$ cat src/rtl/dds_moving_avg_pkg.sv
// Shared definitions for the DDS moving-average filter: FSM encoding and
// window-length helpers (window N = 8 << len, len in 0..5).
package dds_moving_avg_pkg;

    typedef enum logic [1:0] {
        ST_FLUSH = 2'd0,
        ST_FILL  = 2'd1,
        ST_RUN   = 2'd2
    } state_t;

    localparam logic [2:0] LEN_SEL_MAX = 3'd5;

    function automatic logic [2:0] clamp_len(input logic [2:0] sel);
        return (sel > LEN_SEL_MAX) ? LEN_SEL_MAX : sel;
    endfunction

    function automatic logic [3:0] len_log2(input logic [2:0] len);
        return {1'b0, len} + 4'd3;
    endfunction

    // Index of the last accept of a fill: N-1
    function automatic logic [7:0] len_last(input logic [2:0] len);
        logic [8:0] n;
        n = 9'd1 << len_log2(len);
        return 8'(n - 9'd1);
    endfunction

endpackage

$ cat src/rtl/dds_moving_avg.sv
// Windowed moving average over an external tapped delay line: running sum of
// the last N accepted samples, arithmetically shifted right by log2 N.
module dds_moving_avg
    import dds_moving_avg_pkg::*;
#(
    parameter int SIG_WIDTH = 16,
    parameter int ACC_WIDTH = SIG_WIDTH + 8
) (
    input  logic                        clk,
    input  logic                        rst_n,
    input  logic                        s_valid,
    output logic                        s_ready,
    input  logic signed [SIG_WIDTH-1:0] s_data,
    input  logic        [2:0]           len_sel,
    output logic                        sr_en,
    output logic                        sr_clr,
    output logic signed [SIG_WIDTH-1:0] sr_din,
    input  logic signed [SIG_WIDTH-1:0] tap_8,
    input  logic signed [SIG_WIDTH-1:0] tap_16,
    input  logic signed [SIG_WIDTH-1:0] tap_32,
    input  logic signed [SIG_WIDTH-1:0] tap_64,
    input  logic signed [SIG_WIDTH-1:0] tap_128,
    input  logic signed [SIG_WIDTH-1:0] tap_256,
    output logic                        m_valid,
    input  logic                        m_ready,
    output logic signed [SIG_WIDTH-1:0] m_data,
    output logic                        filled
);

    state_t                        r_state;
    state_t                        w_state_nxt;
    logic signed [ACC_WIDTH-1:0]   r_acc;
    logic        [7:0]             r_fill_cnt;
    logic        [2:0]             r_len_q;
    logic                          r_m_valid;
    logic signed [SIG_WIDTH-1:0]   r_m_data;
    logic                          r_filled;

    logic                          w_accept;
    logic        [2:0]             w_len_sel;
    logic                          w_len_chg;
    logic                          w_fill_done;
    logic signed [SIG_WIDTH-1:0]   w_tap;
    logic signed [ACC_WIDTH-1:0]   w_s_ext;
    logic signed [ACC_WIDTH-1:0]   w_tap_ext;
    logic signed [ACC_WIDTH-1:0]   w_acc_nxt;
    logic signed [SIG_WIDTH-1:0]   w_avg;

    assign w_accept    = s_valid && s_ready;
    assign w_len_sel   = clamp_len(len_sel);
    assign w_len_chg   = (w_len_sel != r_len_q);
    assign w_fill_done = w_accept && (r_fill_cnt == len_last(r_len_q));

    always_comb begin
        case (r_len_q)
            3'd0:    w_tap = tap_8;
            3'd1:    w_tap = tap_16;
            3'd2:    w_tap = tap_32;
            3'd3:    w_tap = tap_64;
            3'd4:    w_tap = tap_128;
            default: w_tap = tap_256;
        endcase
    end

    // Cleared taps read zero, so partial-window sums are already exact
    assign w_s_ext   = {{(ACC_WIDTH-SIG_WIDTH){s_data[SIG_WIDTH-1]}}, s_data};
    assign w_tap_ext = {{(ACC_WIDTH-SIG_WIDTH){w_tap[SIG_WIDTH-1]}}, w_tap};
    assign w_acc_nxt = r_acc + w_s_ext - w_tap_ext;
    assign w_avg     = SIG_WIDTH'(w_acc_nxt >>> len_log2(r_len_q));

    always_ff @(posedge clk or negedge rst_n) begin
        if (!rst_n) begin
            r_state <= ST_FLUSH;
        end else begin
            r_state <= w_state_nxt;
        end
    end

    always_comb begin
        w_state_nxt = r_state;
        case (r_state)
            ST_FLUSH: w_state_nxt = ST_FILL;
            ST_FILL: begin
                if (w_len_chg)        w_state_nxt = ST_FLUSH;
                else if (w_fill_done) w_state_nxt = ST_RUN;
            end
            ST_RUN: begin
                if (w_len_chg)        w_state_nxt = ST_FLUSH;
            end
            default:                  w_state_nxt = ST_FLUSH;
        endcase
    end

    // The clear pulse is masked while rst_n is low so reset drives every output to 0
    always_comb begin
        s_ready = (r_state != ST_FLUSH) && (!r_m_valid || m_ready);
        sr_clr  = (r_state == ST_FLUSH) && rst_n;
        sr_en   = w_accept;
        sr_din  = s_data;
    end

    always_ff @(posedge clk or negedge rst_n) begin
        if (!rst_n) begin
            r_acc      <= '0;
            r_fill_cnt <= '0;
            r_len_q    <= '0;
            r_m_valid  <= 1'b0;
            r_m_data   <= '0;
            r_filled   <= 1'b0;
        end else begin
            if (r_state == ST_FLUSH) begin
                r_acc      <= '0;
                r_fill_cnt <= '0;
                r_len_q    <= w_len_sel;
            end else if (w_accept) begin
                r_acc <= w_acc_nxt;
                if (r_state == ST_FILL && !w_fill_done) begin
                    r_fill_cnt <= r_fill_cnt + 8'd1;
                end
            end

            if (r_state != ST_FLUSH && w_len_chg) begin
                r_filled <= 1'b0;
            end else if (r_state == ST_FILL && w_fill_done) begin
                r_filled <= 1'b1;
            end

            if (w_accept) begin
                r_m_valid <= 1'b1;
                r_m_data  <= w_avg;
            end else if (m_ready) begin
                r_m_valid <= 1'b0;
            end
        end
    end

    assign m_valid = r_m_valid;
    assign m_data  = r_m_data;
    assign filled  = r_filled;

endmodule

$ cat config.mk
export PLATFORM = sky130hd
export DESIGN_NAME = dds_moving_avg
export DESIGN_NICKNAME = d
export VERILOG_FILES = /design/src/rtl/dds_moving_avg_pkg.sv /design/src/rtl/dds_moving_avg.sv
export SDC_FILE = /design/constraint.sdc
export NUM_CORES = 1
export LEC_CHECK = 0
export CAP_MARGIN = 20
export CORE_ASPECT_RATIO = 0.9
export CORE_UTILIZATION = 53
export CTS_BUF_LIST = sky130_fd_sc_hd__clkbuf_2 sky130_fd_sc_hd__clkbuf_4 sky130_fd_sc_hd__clkbuf_8
export CTS_CLUSTER_DIAMETER = 50
export DETAILED_ROUTE_END_ITERATION = 6
export PLACE_DENSITY = 0.8
export RECOVER_POWER = 50
export SYNTH_ARGS = -nofsm -noshare
export SYNTH_HDL_FRONTEND = slang
export SYNTH_SLANG_ARGS = --single-unit
$ cat constraint.sdc
create_clock -name clk -period 8.4 [get_ports clk]
set_input_delay 1.26 -clock clk [delete_from_list [all_inputs] [get_ports clk]]
set_output_delay 1.26 -clock clk [all_outputs]
set_load 0.01 [all_outputs]
* Word-level counts from Yosys, hierarchy flattened
Index checks and enable logic that the tools add are counted.
** Word-level totals
- Bits in registers :: 55
- Bits of input ports :: 119
- Output and inout bits :: 37
- Logic and storage cells :: 59
** Operators by class
- Add/subtract/negate cells :: 5
- $lt $le $gt $ge :: 1
- Eq/ne operators :: 10
- Shift-type cells :: 2
- Muxes and demuxes :: 15
- Reductions and logical operators :: 19
** Operators by type and width (count)
- 16-bit case mux with 5 select lines :: 1
- 24-bit two-way mux :: 2
- 24-bit by 16-bit adder with 24-bit output :: 1
- 8-bit two-way mux :: 3
- 24-bit by 4-bit >>> shifter with 16-bit output :: 1
- 24-bit by 16-bit subtractor with 24-bit output :: 1
- 2-bit nonzero test :: 5
- 8-bit by 1-bit adder with 8-bit output (second input constant) :: 1
- 8-bit equality test :: 1
- 1-bit by 4-bit << shifter with 8-bit output (first input constant) :: 1
- 8-bit by 1-bit subtractor with 8-bit output (second input constant) :: 1
- 1-bit logical AND :: 7
- 3-bit by 2-bit equality test with 1-bit output (second input constant) :: 2
- 2-bit two-way mux :: 3
- 2-bit case mux with 3 select lines :: 1
- 3-bit by 2-bit adder with 4-bit output (second input constant) :: 1
- 1-bit two-way mux :: 4
- 2-bit AND reduction :: 2
- 3-bit by 1-bit equality test with 1-bit output (second input constant) :: 1
- 3-bit equality test (second input constant) :: 1
- 3-bit greater-than comparator (second input constant) :: 1
- 3-bit logical NOT :: 1
- 3-bit two-way mux :: 1
- 3-bit inequality test :: 1
- other kinds (7) :: 8

* Longest topological paths before layout
- Word-level depth :: 10
- Depth in mapped cells :: 26
- Depth with buffers taken out :: 20

* Worst setup path before layout
OpenSTA, ideal clock, no wires.
- Kind :: register to register
- Start :: register r_len_q[0]
- End :: register r_m_data[10] (netlist: m_data[10])
- Library setup time :: 0.126 ns
- Arrival time :: 5.772 ns
- Data required time :: 8.274 ns
- Setup slack :: 2.502 ns
- Cell stages (with the launch flop) :: 27
- Path buffers :: 7
- Clock period less this slack :: 5.898 ns
- Cell sequence :: dfrtp_1 > buf_2 > clkinv_1 > clkbuf_1 > clkbuf_1 > ha_1 > clkbuf_1 > clkbuf_1 > and2_1 > clkbuf_1 > clkbuf_1 > a21oi_1 > a21oi_1 > ha_1 > inv_1 > ha_1 > inv_1 > fa_1 > nand2b_1 > a21o_1 > a2111oi_2 > nor3_2 > xor2_1 > o22ai_1 > a221oi_1 > mux2i_1 > a221o_1
** On the way
- Cells in the longest elaborated chain, start to end :: 4
- Elaborated cells between the ends (all ways) :: 9
- Those cells by class :: add/sub: 2; eq/ne: 4; shift: 1; mux: 1; reduce/logical: 1
** RTL lines
- start, declared :: RTL line dds_moving_avg.sv:34 : logic [2:0] r_len_q;
- start signal, assigned :: RTL line dds_moving_avg.sv:114 : r_len_q <= w_len_sel;
- 3-bit equality test (tied with other cells) :: RTL line dds_moving_avg.sv:55 : case (r_len_q)
- 16-bit case mux with 5 select lines :: RTL line dds_moving_avg.sv:55
- 24-bit by 16-bit subtractor with 24-bit output :: RTL line dds_moving_avg.sv:68 : assign w_acc_nxt = r_acc + w_s_ext - w_tap_ext;
- 24-bit by 4-bit >>> shifter with 16-bit output (*) :: RTL line dds_moving_avg.sv:69 : assign w_avg = SIG_WIDTH'(w_acc_nxt >>> len_log2(r_len_q));
- end signal, assigned :: RTL line dds_moving_avg.sv:130 : r_m_data <= w_avg;
- end, declared :: RTL line dds_moving_avg.sv:36 : logic signed [SIG_WIDTH-1:0] r_m_data;
Mark *: on every way between the ends. The rest lies on a longest branch, timed or not.
A chain may end at the register's enable or synchronous reset.

* Worst setup path in the final report
- Start :: register r_len_q[0]
- End :: register r_m_data[7] (netlist: m_data[7])
The elaborated chain is that of the path after synthesis.

==> flow_summary.rst <==
.. list-table::
   :header-rows: 1

   * - Metric
     - Value
   * - Mean instance size in the synthesized netlist
     - 7.85 um2
   * - Source-to-sink clock delay at the later pin of the worst-skew pair
     - 0.36 ns
   * - Number of pins with negative max-slew slack in the final report
     - 117
   * - Number of nets in the synthesized netlist
     - 1,016
   * - Synth top area cells
     - sky130_fd_sc_hd__dfrtp_1 21%, sky130_fd_sc_hd__fa_1 7.0%, sky130_fd_sc_hd__ha_1 6.1%, sky130_fd_sc_hd__a21oi_1 5.5%, sky130_fd_sc_hd__o21ai_0 4.5%
   * - Final Setup Violations
     - 0
   * - Area used by sequential logic in the layout
     - 1380 um2
   * - First-pass detailed-route iteration total
     - 5
   * - Max transition margin
     - -1.16
   * - Number of violations of the max-capacitance limit
     - 2
   * - Launching instance or port of the critical path
     - r_len_q[0]
   * - Final Skew
     - 0.0221 ns
   * - Antenna cells
     - 0
   * - Post-detailed-routing wire length
     - 20,700 um
   * - Clock edge transition at the registers on the reported setup and hold paths
     - 0.12 ns
   * - Arrival time of the worst setup path
     - 6.68 ns
   * - Post-route DRC
     - 0
   * - Violations in the final reports
     - max-capacitance violations, max-slew violations
   * - Total number of H-tree levels
     - 2
   * - Final Cycle Share
     - 0.762
   * - Startpoint types
     - flop
   * - Number of distinct library cells after synthesis
     - 77
   * - Clock sink total
     - 55
   * - Final core utilization
     - 0.676
   * - Pin count of the biggest net entering global routing
     - 60
   * - Status
     - finished with violations
   * - Final Critical Period
     - 6.40 ns
   * - Portion of the post-synthesis area used by sequential elements
     - 0.208
   * - Number of flops mapped to enable cells by yosys
     - 0
   * - Area grow syn2layout
     - 23.9%
   * - Wire length of the first global-routing pass
     - 33,600 um
   * - TritonCTS clock tree
     - yes
   * - Count of mapped cells out of synthesis
     - 842
   * - Hold-fix buffers at CTS
     - 0
   * - Iteration-0 DRC Markers
     - 665
   * - Cell area after synthesis
     - 6610 um2
   * - Die W
     - 120 um
   * - Buffer type at the clock tree root
     - sky130_fd_sc_hd__clkbuf_8
   * - Die Y
     - 108 um
   * - Clock Tree Buf Depth
     - 2
   * - Initial antenna violation count
     - 0
   * - Highest achievable clock rate
     - 0.156 GHz
   * - Setup slack at placement
     - 2.14 ns
   * - Count of nets after finishing
     - 1,117
   * - Slew @ Worst Pin
     - 3.24 ns
   * - DR WL/cell
     - 18.7 um
   * - Antenna Violating Nets Remaining
     - 0
   * - Core Footprint
     - 12,100 um2
   * - Core Rows
     - 38
   * - Number of buffers added by the clock tree synthesis step
     - 5
   * - Final non-filler cell total
     - 1,104
   * - Syn. warnings
     - 0
   * - Worst min-delay path class
     - flop to flop
   * - Area used by multi-input combinational logic
     - 4710 um2
   * - Class of the most critical setup path
     - flop to flop
   * - Layout filler cell count
     - 1,048
   * - Reg2Reg Setup Slack
     - 2.00 ns
   * - Dpl cells
     - 1,096
   * - Residual overflow from global routing
     - 0
   * - Final sum of negative setup slack
     - 0 ns
   * - Share of async-settable or async-resettable flops after synthesis
     - 1.00
   * - Flop and latch count out of synthesis
     - 55
   * - Number of global-route vias before repair
     - 6,695
   * - Share of layout cells above drive strength 1
     - 0.0561
   * - Post_cts resized
     - 0
   * - Total I/O pin count
     - 156
   * - Total half-perimeter wirelength after legalization and detailed placement
     - 15,800 um
   * - Routability-driven placement congestion ratio
     - 0.998
   * - Die area
     - 12,900 um2
   * - Total routing resource utilization after global routing
     - 0.328
   * - Required time worst endpoint
     - 8.67 ns
   * - Area fraction of the dominant cell type after synthesis
     - 0.208
   * - Worst Slack Setup Final
     - 2.00 ns
   * - Total via count after detailed routing
     - 6,904
   * - Buffer count from post-CTS setup fixing
     - 0
   * - Worst hold start
     - r_acc[21]
   * - Max FO, Critical Path
     - 31
   * - RR Startpoint
     - r_len_q[0]
   * - Number of input and output port buffers inserted
     - 155
   * - DR vias/cell
     - 6.25
   * - Post-synthesis cell type with the largest combined area
     - sky130_fd_sc_hd__dfrtp_1
   * - Starting density of the core
     - 0.545
   * - CP endpoint kind
     - flop
   * - Endpoints failing hold
     - 0
   * - Prevailing post-synth register cell
     - sky130_fd_sc_hd__dfrtp_1
   * - Setup repair after global routing missed its margin
     - false
==> final timing paths <==
check / to / cells after the start
setup / recovery: m_data[7] / 19
hold / removal: r_acc[21] / 2
setup reg to reg: m_data[7] / 19
hold reg to reg: r_acc[21] / 2
max in group asynchronous: r_acc[21] / 2
min in group asynchronous: r_acc[3] / 2
==> layer usage <==
layer  GRT usage  up-vias  part of all wire
li1            -     3282                 -
met1       0.438     3218              0.43
met2       0.535      378              0.46
met3      0.0665       26             0.097
met4       0.109        0             0.018
met5           0        -                 0
==> cell usage in the layout, fill, tap and decap left out, types with 22 or more instances in the layout <==
cell type	netlist	layout
sky130_fd_sc_hd__a22oi_1	33	33
sky130_fd_sc_hd__fa_1	23	23
sky130_fd_sc_hd__nand3_1	33	33
sky130_fd_sc_hd__ha_1	32	32
sky130_fd_sc_hd__nand2_1	73	73
sky130_fd_sc_hd__clkdlybuf4s50_1	0	139
sky130_fd_sc_hd__inv_1	40	40
sky130_fd_sc_hd__o21ai_0	60	60
sky130_fd_sc_hd__nor2_1	64	64
sky130_fd_sc_hd__a21oi_1	72	72
sky130_fd_sc_hd__dfrtp_1	55	55
sky130_fd_sc_hd__nor3_1	22	22
==> logic make-up (layout without fill, tap and decap cells) <==
group | after synthesis | in the layout | synth area share
adder cells (fa/ha/maj) | 55 | 55 | 0.130
AND/OR/NAND/NOR | 255 | 255 | 0.183
buffers and inverters | 118 | 220 | 0.0797
multiplexers | 33 | 33 | 0.0609
AO/OA/AOI/OAI | 295 | 295 | 0.295
XOR/XNOR | 31 | 31 | 0.0433
flip-flops | 55 | 55 | 0.208
==> synthesized netlist by cell type, drive strengths merged, types with 4 or more instances <==
library cell  count
a21oi            76
nand2            73
o21ai            71
nor2             64
dfrtp            55
inv              41
clkbuf           39
buf              36
a22oi            33
nand3            33
ha               32
nor3             25
fa               23
mux2i            20
xor2             16
xnor2            15
nand4            13
a21o             11
a31oi             9
and2              9
o22ai             9
mux2              8
nand2b            8
o21a              8
o31ai             8
a211oi            7
a221oi            7
a221o             6
or3               6
a2111oi           5
a22o              5
mux4              5
nor2b             5
nor4              5
o211ai            4
o2bb2ai           4
or2               4
==> per-stage QoR <==
stage               cell area [um2]  hold WS (ns)
floorplan                      6610         0.469
global placement               8100         0.483
detailed placement             8100         0.491
CTS                            8200         0.512
global route                   8190         0.562
finish                         8190         0.513
==> flip-flops by register name, summed over array words and instances (netlist names) <==
register / cells
r_len_q: 3
m_data: 16
r_state: 2
m_valid: 1
filled: 1
r_acc: 24
r_fill_cnt: 8
==> layout make-up <==
| type | instances | share of cell area |
|---|---|---|
| tap | 160 | 0.0244 |
| timing repair buffer | 169 | 0.201 |
| multi-input combinational | 669 | 0.575 |
| clock inverter | 3 | 0.00351 |
| sequential | 55 | 0.168 |
| clock buffer | 5 | 0.00840 |
| inverter | 43 | 0.0197 |
==> critical path, cell delays in order (launching register included) <==
cell                        delay (ns)
sky130_fd_sc_hd__dfrtp_1          0.37
sky130_fd_sc_hd__buf_4            0.34
sky130_fd_sc_hd__ha_1             0.21
sky130_fd_sc_hd__buf_4            0.26
sky130_fd_sc_hd__nor3_1           0.17
sky130_fd_sc_hd__o21bai_2         0.79
sky130_fd_sc_hd__mux2i_1          0.52
sky130_fd_sc_hd__inv_1            0.33
sky130_fd_sc_hd__fa_1             0.56
sky130_fd_sc_hd__inv_1            0.04
sky130_fd_sc_hd__ha_1             0.45
sky130_fd_sc_hd__a21oi_1          0.17
sky130_fd_sc_hd__o21a_1           0.23
sky130_fd_sc_hd__a2111oi_0        0.51
sky130_fd_sc_hd__or3_1            0.18
sky130_fd_sc_hd__nand4_1          0.22
sky130_fd_sc_hd__mux2i_1          0.32
sky130_fd_sc_hd__nor4_1           0.08
sky130_fd_sc_hd__a311o_1          0.36
sky130_fd_sc_hd__o31ai_1          0.19
Power is left out: the tool's default activity adds up to more than one toggle a clock period on the data nets, which glitch-free logic cannot reach.
